===== src/rtl/fp_add_pipe.sv =====
// Four-stage pipelined IEEE-754 adder/subtractor with valid/ready flow control on both sides.
// Define FP_ADD_PIPE_RNE_EN for round-to-nearest-even; by default results truncate toward zero.
module fp_add_pipe #(
    parameter  int EXP_SIZE  = 8,
    parameter  int FRAC_SIZE = 23,
    localparam int FP_SIZE   = 1 + EXP_SIZE + FRAC_SIZE
) (
    input  logic               clk,
    input  logic               rst,
    input  logic               in_valid,
    output logic               in_ready,
    input  logic [FP_SIZE-1:0] a,
    input  logic [FP_SIZE-1:0] b,
    input  logic               op_sub,
    output logic               out_valid,
    input  logic               out_ready,
    output logic [FP_SIZE-1:0] result,
    output logic               flag_zero,
    output logic               flag_ovf,
    output logic               flag_inexact,
    output logic               flag_nan
);
    localparam int E   = EXP_SIZE;
    localparam int F   = FRAC_SIZE;
    localparam int W   = F + 4;            // hidden bit, fraction, guard, round, sticky
    localparam int LZW = $clog2(W + 1);
    localparam int XW  = E + LZW;
    localparam logic [E-1:0] EXP_ONES = '1;
    localparam logic [E-1:0] EXP_MAX  = {{(E-1){1'b1}}, 1'b0};

    typedef enum logic [1:0] {K_NORM, K_ZERO, K_INF, K_NAN} kind_e;

    // Flow control: one global stall freezes every stage, bubbles included.
    logic stall, advance;
    assign stall    = out_valid && !out_ready;
    assign advance  = !stall;
    assign in_ready = advance;

    // ---------------- S1: unpack, classify, swap ----------------
    logic         sign_a, sign_b;
    logic [E-1:0] exp_a, exp_b;
    logic [F-1:0] frac_a, frac_b;
    logic [W-1:0] sig_a, sig_b;
    logic         inf_a, inf_b, nan_a, nan_b, swap;

    assign sign_a = a[FP_SIZE-1];
    assign sign_b = b[FP_SIZE-1] ^ op_sub;
    assign exp_a  = a[FP_SIZE-2 -: E];
    assign exp_b  = b[FP_SIZE-2 -: E];
    // A zero exponent flushes the stored fraction, so denormals behave as signed zero.
    assign frac_a = (exp_a == '0) ? '0 : a[F-1:0];
    assign frac_b = (exp_b == '0) ? '0 : b[F-1:0];
    assign sig_a  = {exp_a != '0, frac_a, 3'b000};
    assign sig_b  = {exp_b != '0, frac_b, 3'b000};
    assign inf_a  = (exp_a == EXP_ONES) && (frac_a == '0);
    assign inf_b  = (exp_b == EXP_ONES) && (frac_b == '0);
    assign nan_a  = (exp_a == EXP_ONES) && (frac_a != '0);
    assign nan_b  = (exp_b == EXP_ONES) && (frac_b != '0);
    assign swap   = {exp_b, frac_b} > {exp_a, frac_a};

    logic         s1_valid, s1_sign, s1_eff_sub;
    logic [E-1:0] s1_exp, s1_diff;
    logic [W-1:0] s1_sig_x, s1_sig_y;
    kind_e        s1_kind;

    // NOTE: stage data registers carry no reset; the valid bits alone qualify them.
    always_ff @(posedge clk) begin
        if (advance && in_valid) begin
            s1_eff_sub <= sign_a ^ sign_b;
            if (nan_a || nan_b || (inf_a && inf_b && (sign_a != sign_b)))
                s1_kind <= K_NAN;
            else if (inf_a || inf_b)
                s1_kind <= K_INF;
            else
                s1_kind <= K_NORM;
            if (inf_a || inf_b)
                s1_sign <= inf_a ? sign_a : sign_b;
            else
                s1_sign <= swap ? sign_b : sign_a;
            s1_exp   <= swap ? exp_b : exp_a;
            s1_diff  <= swap ? (exp_b - exp_a) : (exp_a - exp_b);
            s1_sig_x <= swap ? sig_b : sig_a;
            s1_sig_y <= swap ? sig_a : sig_b;
        end
    end

    // ---------------- S2: align and add ----------------
    logic [W-1:0] y_shift, y_align;
    logic         y_lost;
    logic [W:0]   sum;

    // NOTE: every variable gets a value on every path, so no latch is inferred.
    always_comb begin
        y_shift = s1_sig_y >> s1_diff;
        y_lost  = |(s1_sig_y & ~({W{1'b1}} << s1_diff));
        if (int'(s1_diff) >= F + 3)
            y_align = W'(|s1_sig_y);
        else
            y_align = y_shift | W'(y_lost);
        if (s1_eff_sub)
            sum = {1'b0, s1_sig_x} - {1'b0, y_align};
        else
            sum = {1'b0, s1_sig_x} + {1'b0, y_align};
    end

    logic         s2_valid, s2_sign, s2_eff_sub;
    logic [E-1:0] s2_exp;
    logic [W:0]   s2_sum;
    kind_e        s2_kind;

    always_ff @(posedge clk) begin
        if (advance && s1_valid) begin
            s2_sign    <= s1_sign;
            s2_eff_sub <= s1_eff_sub;
            s2_exp     <= s1_exp;
            s2_sum     <= sum;
            s2_kind    <= s1_kind;
        end
    end

    // ---------------- S3: normalise ----------------
    function automatic logic [LZW-1:0] lzc(input logic [W-1:0] v);
        lzc = LZW'(W);
        for (int i = 0; i < W; i++)
            if (v[i]) lzc = LZW'(W - 1 - i);
    endfunction

    logic [LZW-1:0] lz;
    logic [W-1:0]   norm_mant;
    logic [E:0]     norm_exp;
    logic           norm_sign, norm_flush;
    kind_e          norm_kind;

    always_comb begin
        lz         = lzc(s2_sum[W-1:0]);
        norm_mant  = s2_sum[W-1:0] << lz;
        norm_exp   = {1'b0, s2_exp} - (E+1)'(lz);
        norm_sign  = s2_sign;
        norm_flush = 1'b0;
        norm_kind  = s2_kind;
        if (s2_kind == K_NORM) begin
            if (s2_sum[W]) begin
                norm_mant = s2_sum[W:1] | W'(s2_sum[0]);
                norm_exp  = {1'b0, s2_exp} + 1'b1;
            end else if (s2_sum == '0) begin
                // Exact cancellation gives +0; only like-signed zeros keep their sign.
                norm_kind = K_ZERO;
                norm_sign = s2_sign & ~s2_eff_sub;
            end else if (XW'(s2_exp) <= XW'(lz)) begin
                norm_kind  = K_ZERO;
                norm_flush = 1'b1;
            end
        end
    end

    logic         s3_valid, s3_sign, s3_flush;
    logic [E:0]   s3_exp;
    logic [W-1:0] s3_mant;
    kind_e        s3_kind;

    always_ff @(posedge clk) begin
        if (advance && s2_valid) begin
            s3_sign  <= norm_sign;
            s3_flush <= norm_flush;
            s3_exp   <= norm_exp;
            s3_mant  <= norm_mant;
            s3_kind  <= norm_kind;
        end
    end

    // ---------------- S4: round and pack ----------------
    logic               round_up, ovf;
    logic [F+1:0]       rounded;
    logic [E:0]         rexp;
    logic [F-1:0]       rfrac;
    logic [FP_SIZE-1:0] pack;
    logic               pk_zero, pk_ovf, pk_inexact, pk_nan;

`ifdef FP_ADD_PIPE_RNE_EN
    assign round_up = s3_mant[2] & (s3_mant[1] | s3_mant[0] | s3_mant[3]);
`else
    assign round_up = 1'b0;
`endif
    assign rounded = {1'b0, s3_mant[W-1:3]} + (F+2)'(round_up);
    assign rexp    = rounded[F+1] ? (s3_exp + 1'b1) : s3_exp;
    assign rfrac   = rounded[F+1] ? rounded[F:1] : rounded[F-1:0];
    assign ovf     = rexp >= {1'b0, EXP_ONES};

    always_comb begin
        pack       = '0;
        pk_zero    = 1'b0;
        pk_ovf     = 1'b0;
        pk_inexact = 1'b0;
        pk_nan     = 1'b0;
        unique case (s3_kind)
            K_NAN: begin
                pack   = {1'b0, EXP_ONES, 1'b1, {(F-1){1'b0}}};
                pk_nan = 1'b1;
            end
            K_INF: pack = {s3_sign, EXP_ONES, {F{1'b0}}};
            K_ZERO: begin
                pack       = {s3_sign, {(FP_SIZE-1){1'b0}}};
                pk_zero    = 1'b1;
                pk_inexact = s3_flush;
            end
            default: begin
                pk_inexact = |s3_mant[2:0];
                if (ovf) begin
                    pk_ovf     = 1'b1;
                    pk_inexact = 1'b1;
`ifdef FP_ADD_PIPE_RNE_EN
                    pack = {s3_sign, EXP_ONES, {F{1'b0}}};
`else
                    pack = {s3_sign, EXP_MAX, {F{1'b1}}};
`endif
                end else begin
                    pack = {s3_sign, rexp[E-1:0], rfrac};
                end
            end
        endcase
    end

    // NOTE: non-blocking assignments keep every register sampling pre-edge values.
    always_ff @(posedge clk) begin
        if (rst) begin
            s1_valid     <= 1'b0;
            s2_valid     <= 1'b0;
            s3_valid     <= 1'b0;
            out_valid    <= 1'b0;
            result       <= '0;
            flag_zero    <= 1'b0;
            flag_ovf     <= 1'b0;
            flag_inexact <= 1'b0;
            flag_nan     <= 1'b0;
        end else if (advance) begin
            s1_valid  <= in_valid;
            s2_valid  <= s1_valid;
            s3_valid  <= s2_valid;
            out_valid <= s3_valid;
            if (s3_valid) begin
                result       <= pack;
                flag_zero    <= pk_zero;
                flag_ovf     <= pk_ovf;
                flag_inexact <= pk_inexact;
                flag_nan     <= pk_nan;
            end
        end
    end

endmodule


===== config.mk =====
export PLATFORM = sky130hd
export DESIGN_NAME = fp_add_pipe
export DESIGN_NICKNAME = d
export VERILOG_FILES = /design/src/rtl/fp_add_pipe.sv
export SDC_FILE = /design/constraint.sdc
export NUM_CORES = 1
export LEC_CHECK = 0
export BUFFER_PORTS_ARGS = -buffer_cell sky130_fd_sc_hd__buf_2
export CAP_MARGIN = 20
export CORE_ASPECT_RATIO = 1.5
export CORE_UTILIZATION = 60
export DETAILED_ROUTE_END_ITERATION = 8
export PLACE_DENSITY = 0.82
export SETUP_SLACK_MARGIN = 0.15
export SLEW_MARGIN = 20
export SYNTH_ARGS = -nofsm -noshare
export SYNTH_HDL_FRONTEND = slang
export SYNTH_SLANG_ARGS = --single-unit

===== constraint.sdc =====
create_clock -name clk -period 6.3 [get_ports clk]
set_clock_uncertainty 0.05 [all_clocks]
set_input_delay 0.315 -clock clk [delete_from_list [all_inputs] [get_ports clk]]
set_output_delay 0.315 -clock clk [all_outputs]
set_load 0.02 [all_outputs]

# Word level (Yosys, flattened, before mapping)
# Index checks and enable logic that the tools add are counted.
# W data, S select, Z words.
dict set report word_totals {
  ff_bits 193
  latchBits 0
  ramBits 0
  romBits 0
  input_bits 69
  output_inout_bits 38
  word_cells 146
  memories 0
}
dict set report classes {
  addsub 6
  mul 0
  n_div 0
  n_lt_le_gt_ge 4
  n_eq_ne 6
  shift 3
  n_mux 59
  bitwise 10
  reduce_logical 32
}
# cell count
set ops {}
lappend ops {{$mux W5} 26}
lappend ops {{$pmux W32 S3} 1}
lappend ops {{$mux W27} 3}
lappend ops {{$reduce_or A27 Y1} 2}
lappend ops {{$mux W26} 2}
lappend ops {{$logic_not A23 Y1} 2}
lappend ops {{$mux W23} 2}
lappend ops {{$reduce_bool A23 Y1} 2}
lappend ops {{$gt A31 B31 Y1} 1}
lappend ops {{$mux W31} 1}
lappend ops {{$add A27 B27 Y28} 1}
lappend ops {{$logic_not A28 Y1} 1}
lappend ops {{$mux W28} 1}
lappend ops {{$sub A27 B27 Y28} 1}
lappend ops {{$and A27 B27 Y27} 1}
lappend ops {{$not A27 Y27} 1}
lappend ops {{$or A27 B1 Y27} 1}
lappend ops {{$shl A27 B5 Y26} 1}
lappend ops {{$shl A27 B8 Y27 const A} 1}
lappend ops {{$shr A27 B8 Y27} 1}
lappend ops {{$or A26 B1 Y26} 1}
lappend ops {{$mux W9} 2}
lappend ops {{$eq A8 B8 Y1 const B} 2}
lappend ops {{$logic_not A8 Y1} 2}
lappend ops {{24 further kinds} 61}

# Logic depth before layout (Yosys ltp)
# Gate-level depths: netlist of run 1.
dict set report depth {
  ltp_word 32
  mapped_depth 26
  ltp_nobuf 23
}

# Least setup slack after synthesis of run 1
# Ideal clock, no wire load.
dict set report synth_timing {
  path_kind {register to register}
  from {register s1_diff[4]}
  to {register s2_sum[25] (data pin)}
  setup_time_ns 0.260
  arrival_time_ns 4.849
  t_required_ns 5.990
  path_slack_ns 1.142
  stages_incl_launch_ff 26
  path_buffers 2
  synth_period_minus_slack_ns 5.158
  path_cell_list {edfxtp_1 buf_6 or4_4 buf_6 o21ai_2 nand4_1 nor4_2 a41oi_2 inv_1 ha_1 nand2_1 nor2_1 nand3_1 nor3b_1 a21oi_1 xor2_1 ha_1 a21o_1 a21o_1 a21o_1 a21o_1 a21oi_1 o21ai_2 and2_1 a221oi_2 xnor2_1}
}
dict set report synth_between {
  elab_chain_len 8
  elab_cells_between_ends 11
  cone_classes {add/sub: 2; order compare: 1; shift: 2; mux: 2; bitwise: 3; reduce/logical: 1}
}
# element line
set synth_lines {}
lappend synth_lines {{start: declaration} 62} ;# logic [E-1:0] s1_exp, s1_diff;
lappend synth_lines {{start signal: assignment} 81} ;# s1_diff <= swap ? (exp_b - exp_a) : (exp_a - exp_b);
lappend synth_lines {{$shl A27 B8 Y27} 95} ;# y_lost = |(s1_sig_y & ~({W{1'b1}} << s1_diff));
lappend synth_lines {{$not A27 Y27} 95}
lappend synth_lines {{$and A27 B27 Y27} 95}
lappend synth_lines {{$reduce_or A27 Y1} 95}
lappend synth_lines {{$or A27 B1 Y27} 99} ;# y_align = y_shift | W'(y_lost);
lappend synth_lines {{$mux W27 (*)} 96} ;# if (int'(s1_diff) >= F + 3)
lappend synth_lines {{$add A27 B27 Y28 or $sub A27 B27 Y28 (tied branches)} {103, 101}}
lappend synth_lines {{$mux W28 (*)} 100} ;# if (s1_eff_sub)
lappend synth_lines {{via sum[25]} 90} ;# logic [W:0] sum;
lappend synth_lines {{end signal: assignment} 116} ;# s2_sum <= sum;
lappend synth_lines {{end: declaration} 108} ;# logic [W:0] s2_sum;
# The timed path passes the listed nets; every way through them passes the cells marked *.
# A chain may end at the register's enable or synchronous reset.

# Final worst setup path of run 1
dict set report layout_timing {
  from {register s1_diff[4]}
  to {register s2_sum[24] (data pin)}
}
# Same word-level chain as after synthesis.

==> metrics.md, run 1 <==
| Metric | Value |
|---|---|
| Gr usage total | `37.34%` |
| Mapped Area | `approximately 15000 um^2` |
| Post-DRT Antenna Nets | `0` |
| Worst hold path class | `in2reg` |
| Port Buffer Count | `106` |
| CTS buffer count | `17` |
| CP arrival | `6.01 ns` |
| Starting Density | `61.43%` |
| Mapped Nets | `1782` |
| Max Cap Viol | `0` |
| Yosys warns | `0` |
| Max Clk Rate | `0.1705 GHz` |
| CP required | `6.45 ns` |
| First-pass GRT wire length | `70770 um` |
| Final core occ | `slightly below 70%` |
| Vias in the first global route | `12990` |
| Largest net degree at the start of global routing | `70` |
| Max IR drop VDD | `0.2061 mV` |
| Skew-Pair Late Insertion Delay | `0.45 ns` |
| Synthesized flop and latch total | `around 190` |
| Drt pass-1 iters | `6` |
| Die footprint | `25040 um^2` |
| WL per Instance | `22.39 um` |
| Die X | `129.5 um` |
| Layout cells sized above 1 | `~16%` |
| Tightest Pin Transition | `about 0.93 ns` |
| Slew Limit Fails | `0` |
| H-Tree Depth | `4` |
| Crit-path max cell delay | `around 0.65 ns` |
| Worst path most repeated cell | `buf_4` |
| Register area share after synthesis | `35.63%` |
| Die H | `193.3 um` |
| Cts hold-fix bufs | `0` |
| Ant. Diodes | `0` |
| Async SR Flop Fraction | `0%` |
| Layout Cells excl Fill | `2057` |
| P&R area growth vs syn | `10.93%` |
| Worst path cell trace | `buf_4 > or4_4 > o21ai_2 > nand4_1 > nor4_2 > a41oi_2 > buf_4 > buf_4 > nor3b_2 > nand3_2 > nor3b_1 > nor2_1 > xnor2_1 > ha_1 > a21o_1 > a21o_1 > a221o_1 > a41oi_2 > o21ai_4 > a2111oi_2 > nor2_1 > xor2_1` |
| Most common cell after layout, fill and taps aside | `nand2_1` |
| Root buffer cell | `clkbuf_16` |
| Final hold viol count | `0` |
| Element type at the critical path end | `flip-flop` |
| GPL Wtd Cong | `1.020` |
| Most frequent cells in the layout | `204 x nand2_1, 147 x edfxtp_1, 129 x a21oi_1` |
| Post-Route WL | `46060 um` |
| Leakage | `6.467 nW` |
| CP Max Fanout | `11` |
| Clk slew on worst S/H paths | `~0.07 ns` |
| Core area | `23830 um^2` |
| Sink Count | `approximately 190` |
| Number of DRC markers in iteration 0 | `between 1000 and 1500` |
| I/O pins | `about 110` |
| Crit share post-route | `93.10%` |
| Post-synth EDFFs | `147` |
| Via total after detailed routing | `approximately 14000` |
| Critical path class | `reg2reg` |
| Pwr/cell area | `258.5 nW/um^2` |
| Site Rows | `69` |
| Final Critical Period | `~6 ns` |
| Inst Count DP | `2010` |
| Remaining DRCs | `0` |
| Synth cell types | `94` |
| Final setup TNS | `0 ns` |
| Relative slew slack | `37.51%` |
| Worst path slowest cell | `or4_4` |
| Final Net Count | `1867` |
| Status | `finished, final reports clean` |
| Cell count after synthesis | `1640` |
| Global route overflow | `0` |
| Primary FF master, synth | `edfxtp_1` |
| Maximum root-to-sink buffer count | `2` |
| Avg Cell Area, Syn | `approximately 9 um^2` |
| HPWL Detailed | `35170 um` |
| Antenna violations before repair | `0` |
| CTS tree | `yes` |
| CP Launch Type | `flip-flop` |
| Final-report setup violation count | `0` |
| Unrepaired setup endpoints after global routing | `no` |
| DR vias/cell | `6.569` |
synth_stat cells, drive strengths merged (20+ instances only):
cell type	count	area, um^2
buf	41	241.5
ha	70	875.8
o22ai	24	156.4
a21oi	130	650.6
a31oi	23	143.9
mux2	20	225.2
dfxtp	40	800.8
nand2	204	765.7
nand3	33	170.2
mux2i	105	1051
a21o	40	300.3
clkbuf	57	215.2
xnor2	38	332.8
o21ai	135	694.4
nor3	35	186.4
edfxtp	147	4414
inv	69	259.0
nor2	117	441.7
xor2	24	210.2
through the flow:
stage / hold slack, ns / total power [mW] / area [um^2] / worst slack (ns)
after floorplan: 0.3503 / 2.631 / 14640 / 1.142
after global placement: 0.3514 / 3.037 / 15500 / 0.5131
after detailed placement: 0.3545 / 3.049 / 15500 / 0.4959
after CTS: 0.1493 / 4.131 / 16090 / 0.4650
after global routing: 0.1783 / 4.361 / 16240 / 0.02127
final: 0.1623 / 4.198 / 16240 / 0.4349
where the power goes:
| group | switching [mW] | total, mW | internal [mW] |
|---|---|---|---|
| Clock | 0.535 | 1.09 | 0.556 |
| Sequential | 0.146 | 1.64 | 1.49 |
| Combinational | 0.875 | 1.47 | 0.595 |
flip-flops by register name (all words and copies together), names as in the netlist, 8 cells and up:
name,cells
s3_mant,26
s2_exp,8
result,32
s3_exp,9
s1_sig_x,24
s1_sig_y,24
s1_diff,8
s2_sum,28
s1_exp,8
critical path: cells and delay by family, from the launching register on:
family	cells	cell delay, ns
DFF	1	0.49
buffers and inverters	3	0.52
xor gates and xnor gates	2	0.29
adders and majority gates	1	0.37
AOI/OAI and AO/OA	8	1.86
and+or+nand+nor	8	2.01
worst paths after layout:
path,from,endpoint,slack [ns],depth (start not counted)
worst min-delay path,a[31],s1_sign$_DFFE_PP_,0.16,3
worst max register to register,s1_diff[4]$_DFFE_PP_,s2_sum[24]$_DFFE_PP_,0.43,22
worst max-delay path,s1_diff[4]$_DFFE_PP_,s2_sum[24]$_DFFE_PP_,0.43,22
worst min register to register,s1_exp[5]$_DFFE_PP_,s2_exp[5]$_DFFE_PP_,0.37,0
logic make-up after synthesis:
logic type	count (synthesis)	synth area share, %
xor+xnor	62	3.710
mux	138	10.72
flops	187	35.63
simple gates	524	17.12
compound gates	488	21.51
buf+inv	168	4.915
fa+ha+maj	73	6.394
metal layers:
metal	up-vias	GRT usage, %	share of wire (%)
li1	6269	-	-
met1	6306	36.64	34
met2	681	65.65	50
met3	256	6.637	6.2
met4	0	33.55	10
met5	-	0	0
final cells by class:
cell class / count / area (um^2)
inverters: 70 / 262.8
well taps: 319 / 399.1
flip-flops and latches: 187 / 5215
multi-input cells: 1285 / 8748
clock buffers: 19 / 454.2
fillers: 1933 / 7591
repair buffers: 164 / 1016
clock inverters: 13 / 141.4
what timing repair did:
action                     in CTS  in global routing
setup endpoints to repair       0                  5
buffers inserted                0                 15
resized for setup               0                  4
No activity file was read; power rests on OpenSTA's default activity.
==> run 2: changes to the inputs <==
Settings changed: CORE_MARGIN from default to 5.
==> run 2 against run 1 <==
  * Power decreased by 0.87%
  * Critical path depth increased by 3
  * First-iteration DRC count increased by 5.8%
  * Clock-buffer cell count decreased by 2
  * Via count decreased by 0.68%
  * Worst hold slack got worse by 0.019 ns
  * Sequential cell count unchanged
  * Global-route usage decreased by 4.6 points
  * Final area decreased by 0.23%
  * Sequential share of layout area increased by 0.074 points
  * Clock power about the same
==> metrics.md, run 2 (same netlist as run 1, synthesis figures left out) <==
| Metric | Value |
|---|---|
| Status | `finished, final reports clean (unchanged)` |
| Gr usage total | `32.71% (was 37.34%)` |
| Root buffer cell | `clkbuf_16 (unchanged)` |
| Relative slew slack | `25.41% (was 37.51%)` |
| Crit-path max cell delay | `0.52 ns (was 0.65 ns)` |
| Biggest regs | `result (32), s2_sum (28), s3_mant (26) (unchanged)` |
| DR vias/cell | `6.521 (was 6.569)` |
| Largest net degree at the start of global routing | `74 (was 70)` |
| Max Clk Rate | `0.1712 GHz (was 0.1705 GHz)` |
| CTS tree | `yes (unchanged)` |
| Max Cap Viol | `0 (unchanged)` |
| R2R cell count | `25 (was 22)` |
| P&R area growth vs syn | `10.68% (was 10.93%)` |
| Ant. Diodes | `0 (unchanged)` |
| CTS buffer count | `17 (unchanged)` |
| Final Critical Period | `5.841 ns (was 5.865 ns)` |
| Leakage | `6.439 nW (was 6.467 nW)` |
| Drt pass-1 iters | `7 (was 6)` |
| Element type at the critical path end | `flip-flop (unchanged)` |
| Most frequent cells in the layout | `204 x nand2_1, 147 x edfxtp_1, 129 x a21oi_1 (unchanged)` |
| Clk slew on worst S/H paths | `0.08 ns (was 0.07 ns)` |
| Clock share of power | `25.4% (was 26.0%)` |
| Crit path from | `s1_diff[1]$_DFFE_PP_ (was s1_diff[4]$_DFFE_PP_)` |
| CP Max Fanout | `14 (was 11)` |
| CP Launch Type | `flip-flop (unchanged)` |
| Layout cells sized above 1 | `15.40% (was 15.71%)` |
| Remaining DRCs | `0 (unchanged)` |
| Crit share post-route | `92.72% (was 93.10%)` |
| Flop pwr share | `39.3% (was 39.0%)` |
| Final core occ | `66.77% (was 68.14%)` |
| Die footprint | `27680 um^2 (was 25040 um^2)` |
| Crit path max-delay family | `compound AO/OA/AOI/OAI gates (was simple AND/OR/NAND/NOR gates)` |
| H-Tree Depth | `4 (unchanged)` |
| R2R Path End | `s2_sum[25]$_DFFE_PP_ (was s2_sum[24]$_DFFE_PP_)` |
| Antenna violations before repair | `0 (unchanged)` |
| Die X | `137.5 um (was 129.5 um)` |
| Worst r2r src | `s1_diff[1]$_DFFE_PP_ (was s1_diff[4]$_DFFE_PP_)` |
| Core area | `24260 um^2 (was 23830 um^2)` |
| Tightest Pin Transition | `1.119 ns (was 0.9302 ns)` |
| Final Net Count | `1863 (was 1867)` |
| Critical path class | `reg2reg (unchanged)` |
| GPL Wtd Cong | `1.019 (was 1.020)` |
| WL per Instance | `22.10 um (was 22.39 um)` |
| Final-report setup violation count | `0 (unchanged)` |
| Worst path slowest cell | `edfxtp_1 (was or4_4)` |
| Comb pwr share | `35.3% (was 35.0%)` |
| Buf/Inv on CP | `3 (unchanged)` |
| Switching pwr | `1.545 mW (was 1.556 mW)` |
| I/O pins | `107 (unchanged)` |
| First-pass GRT wire length | `70120 um (was 70770 um)` |
| Internal power | `2.616 mW (was 2.641 mW)` |
| Site Rows | `70 (was 69)` |
| Max FFs per register | `32 (unchanged)` |
| Starting Density | `60.33% (was 61.43%)` |
| Via total after detailed routing | `13420 (was 13510)` |
| Unrepaired setup endpoints after global routing | `no (unchanged)` |
| Skew-Pair Late Insertion Delay | `0.45 ns (about the same)` |
| Global route overflow | `0 (unchanged)` |
| Pwr Total | `4.161 mW (was 4.198 mW)` |
| Post-Route WL | `45470 um (was 46060 um)` |
| HPWL Detailed | `35490 um (was 35170 um)` |
| Final hold viol count | `0 (unchanged)` |
| Port Buffer Count | `106 (unchanged)` |
| Number of DRC markers in iteration 0 | `1216 (was 1149)` |
| CP arrival | `5.98 ns (was 6.01 ns)` |
| Max IR drop VDD | `0.2228 mV (was 0.2061 mV)` |
| Switch share | `37.14% (was 37.07%)` |
| End point of the critical path | `s2_sum[25]$_DFFE_PP_ (was s2_sum[24]$_DFFE_PP_)` |
| CP required | `6.44 ns (was 6.45 ns)` |
| Post-DRT Antenna Nets | `0 (unchanged)` |
| Slew Limit Fails | `0 (unchanged)` |
| Final setup TNS | `0 ns (unchanged)` |
| Worst hold path class | `in2reg (unchanged)` |
| Vias in the first global route | `13130 (was 12990)` |
| Reg2reg setup slack | `0.46 ns (was 0.43 ns)` |
| Sink Count | `187 (unchanged)` |
| Die H | `201.3 um (was 193.3 um)` |
| Pwr/cell area | `256.9 nW/um^2 (was 258.5 nW/um^2)` |
| Biggest register | `result (unchanged)` |
| Stages on worst setup path | `25 (was 22)` |
| Maximum root-to-sink buffer count | `2 (unchanged)` |
| Most common cell after layout, fill and taps aside | `nand2_1 (unchanged)` |
==> run 2: stage by stage <==
| stage | area (um^2) | setup slack (ns) | hold WS [ns] | cells |
|---|---|---|---|---|
| after floorplan | 14640 | 1.142 | 0.3503 | 1640 |
| after global placement | 15460 | 0.4360 | 0.3541 | 2009 |
| after detailed placement | 15460 | 0.3351 | 0.3545 | 2009 |
| after CTS | 16040 | 0.3070 | 0.1363 | 2041 |
| after global routing | 16200 | 0.1214 | 0.1545 | 2058 |
| final | 16200 | 0.4587 | 0.1438 | 2058 |
==> run 2: worst min-delay path, stage by stage <==
cell     delay (ns)
buf_2          0.08
nor2b_1        0.07
nor2_1         0.09
nor2_1         0.04
==> run 2: worst min path at each step <==
stage / to / slack (ns) / startpoint / cells past startpoint
2_1_floorplan: s2_exp[0]$_DFFE_PP_ / 0.35 / s1_exp[0]$_DFFE_PP_ / 0
3_3_place_gp: s2_exp[1]$_DFFE_PP_ / 0.35 / s1_exp[1]$_DFFE_PP_ / 0
3_5_place_dp: s2_exp[1]$_DFFE_PP_ / 0.35 / s1_exp[1]$_DFFE_PP_ / 0
4_1_cts: out_valid$_SDFFE_PP0N_ / 0.14 / out_ready / 4
5_1_grt: out_valid$_SDFFE_PP0N_ / 0.15 / out_ready / 4
6_report: out_valid$_SDFFE_PP0N_ / 0.14 / out_ready / 4
==> run 2: final cells by class <==
type,instances,area (um^2)
fillers,2000,8061
repair buffers,160,985.9
flip-flops and latches,187,5215
inverters,70,262.8
multi-input cells,1285,8746
clock buffers,17,425.4
clock inverters,15,158.9
well taps,324,405.4
==> run 2: repair_timing <==
| action | CTS | global route |
|---|---|---|
| resized for setup | 0 | 2 |
| endpoints found under the setup margin | 0 | 9 |
| setup buffers | 0 | 17 |
| hold buffers | 0 | 0 |
==> run 2: layer usage <==
layer	vias up	GRT usage [%]	share of wire (%)
met1	6243	33.04	33
met4	0	26.21	10
met5	-	0	0
met3	241	4.952	5.8
li1	6277	-	-
met2	659	58.00	51
==> run 2: power by group through the flow <==
stage / Combinational (mW) / Sequential (mW) / Clock [mW]
floorplan: 1.06 / 1.57 / 0
global placement: 1.35 / 1.67 / 0
detailed placement: 1.37 / 1.68 / 0
CTS: 1.39 / 1.65 / 1.06
global route: 1.58 / 1.64 / 1.12
finish: 1.47 / 1.64 / 1.06
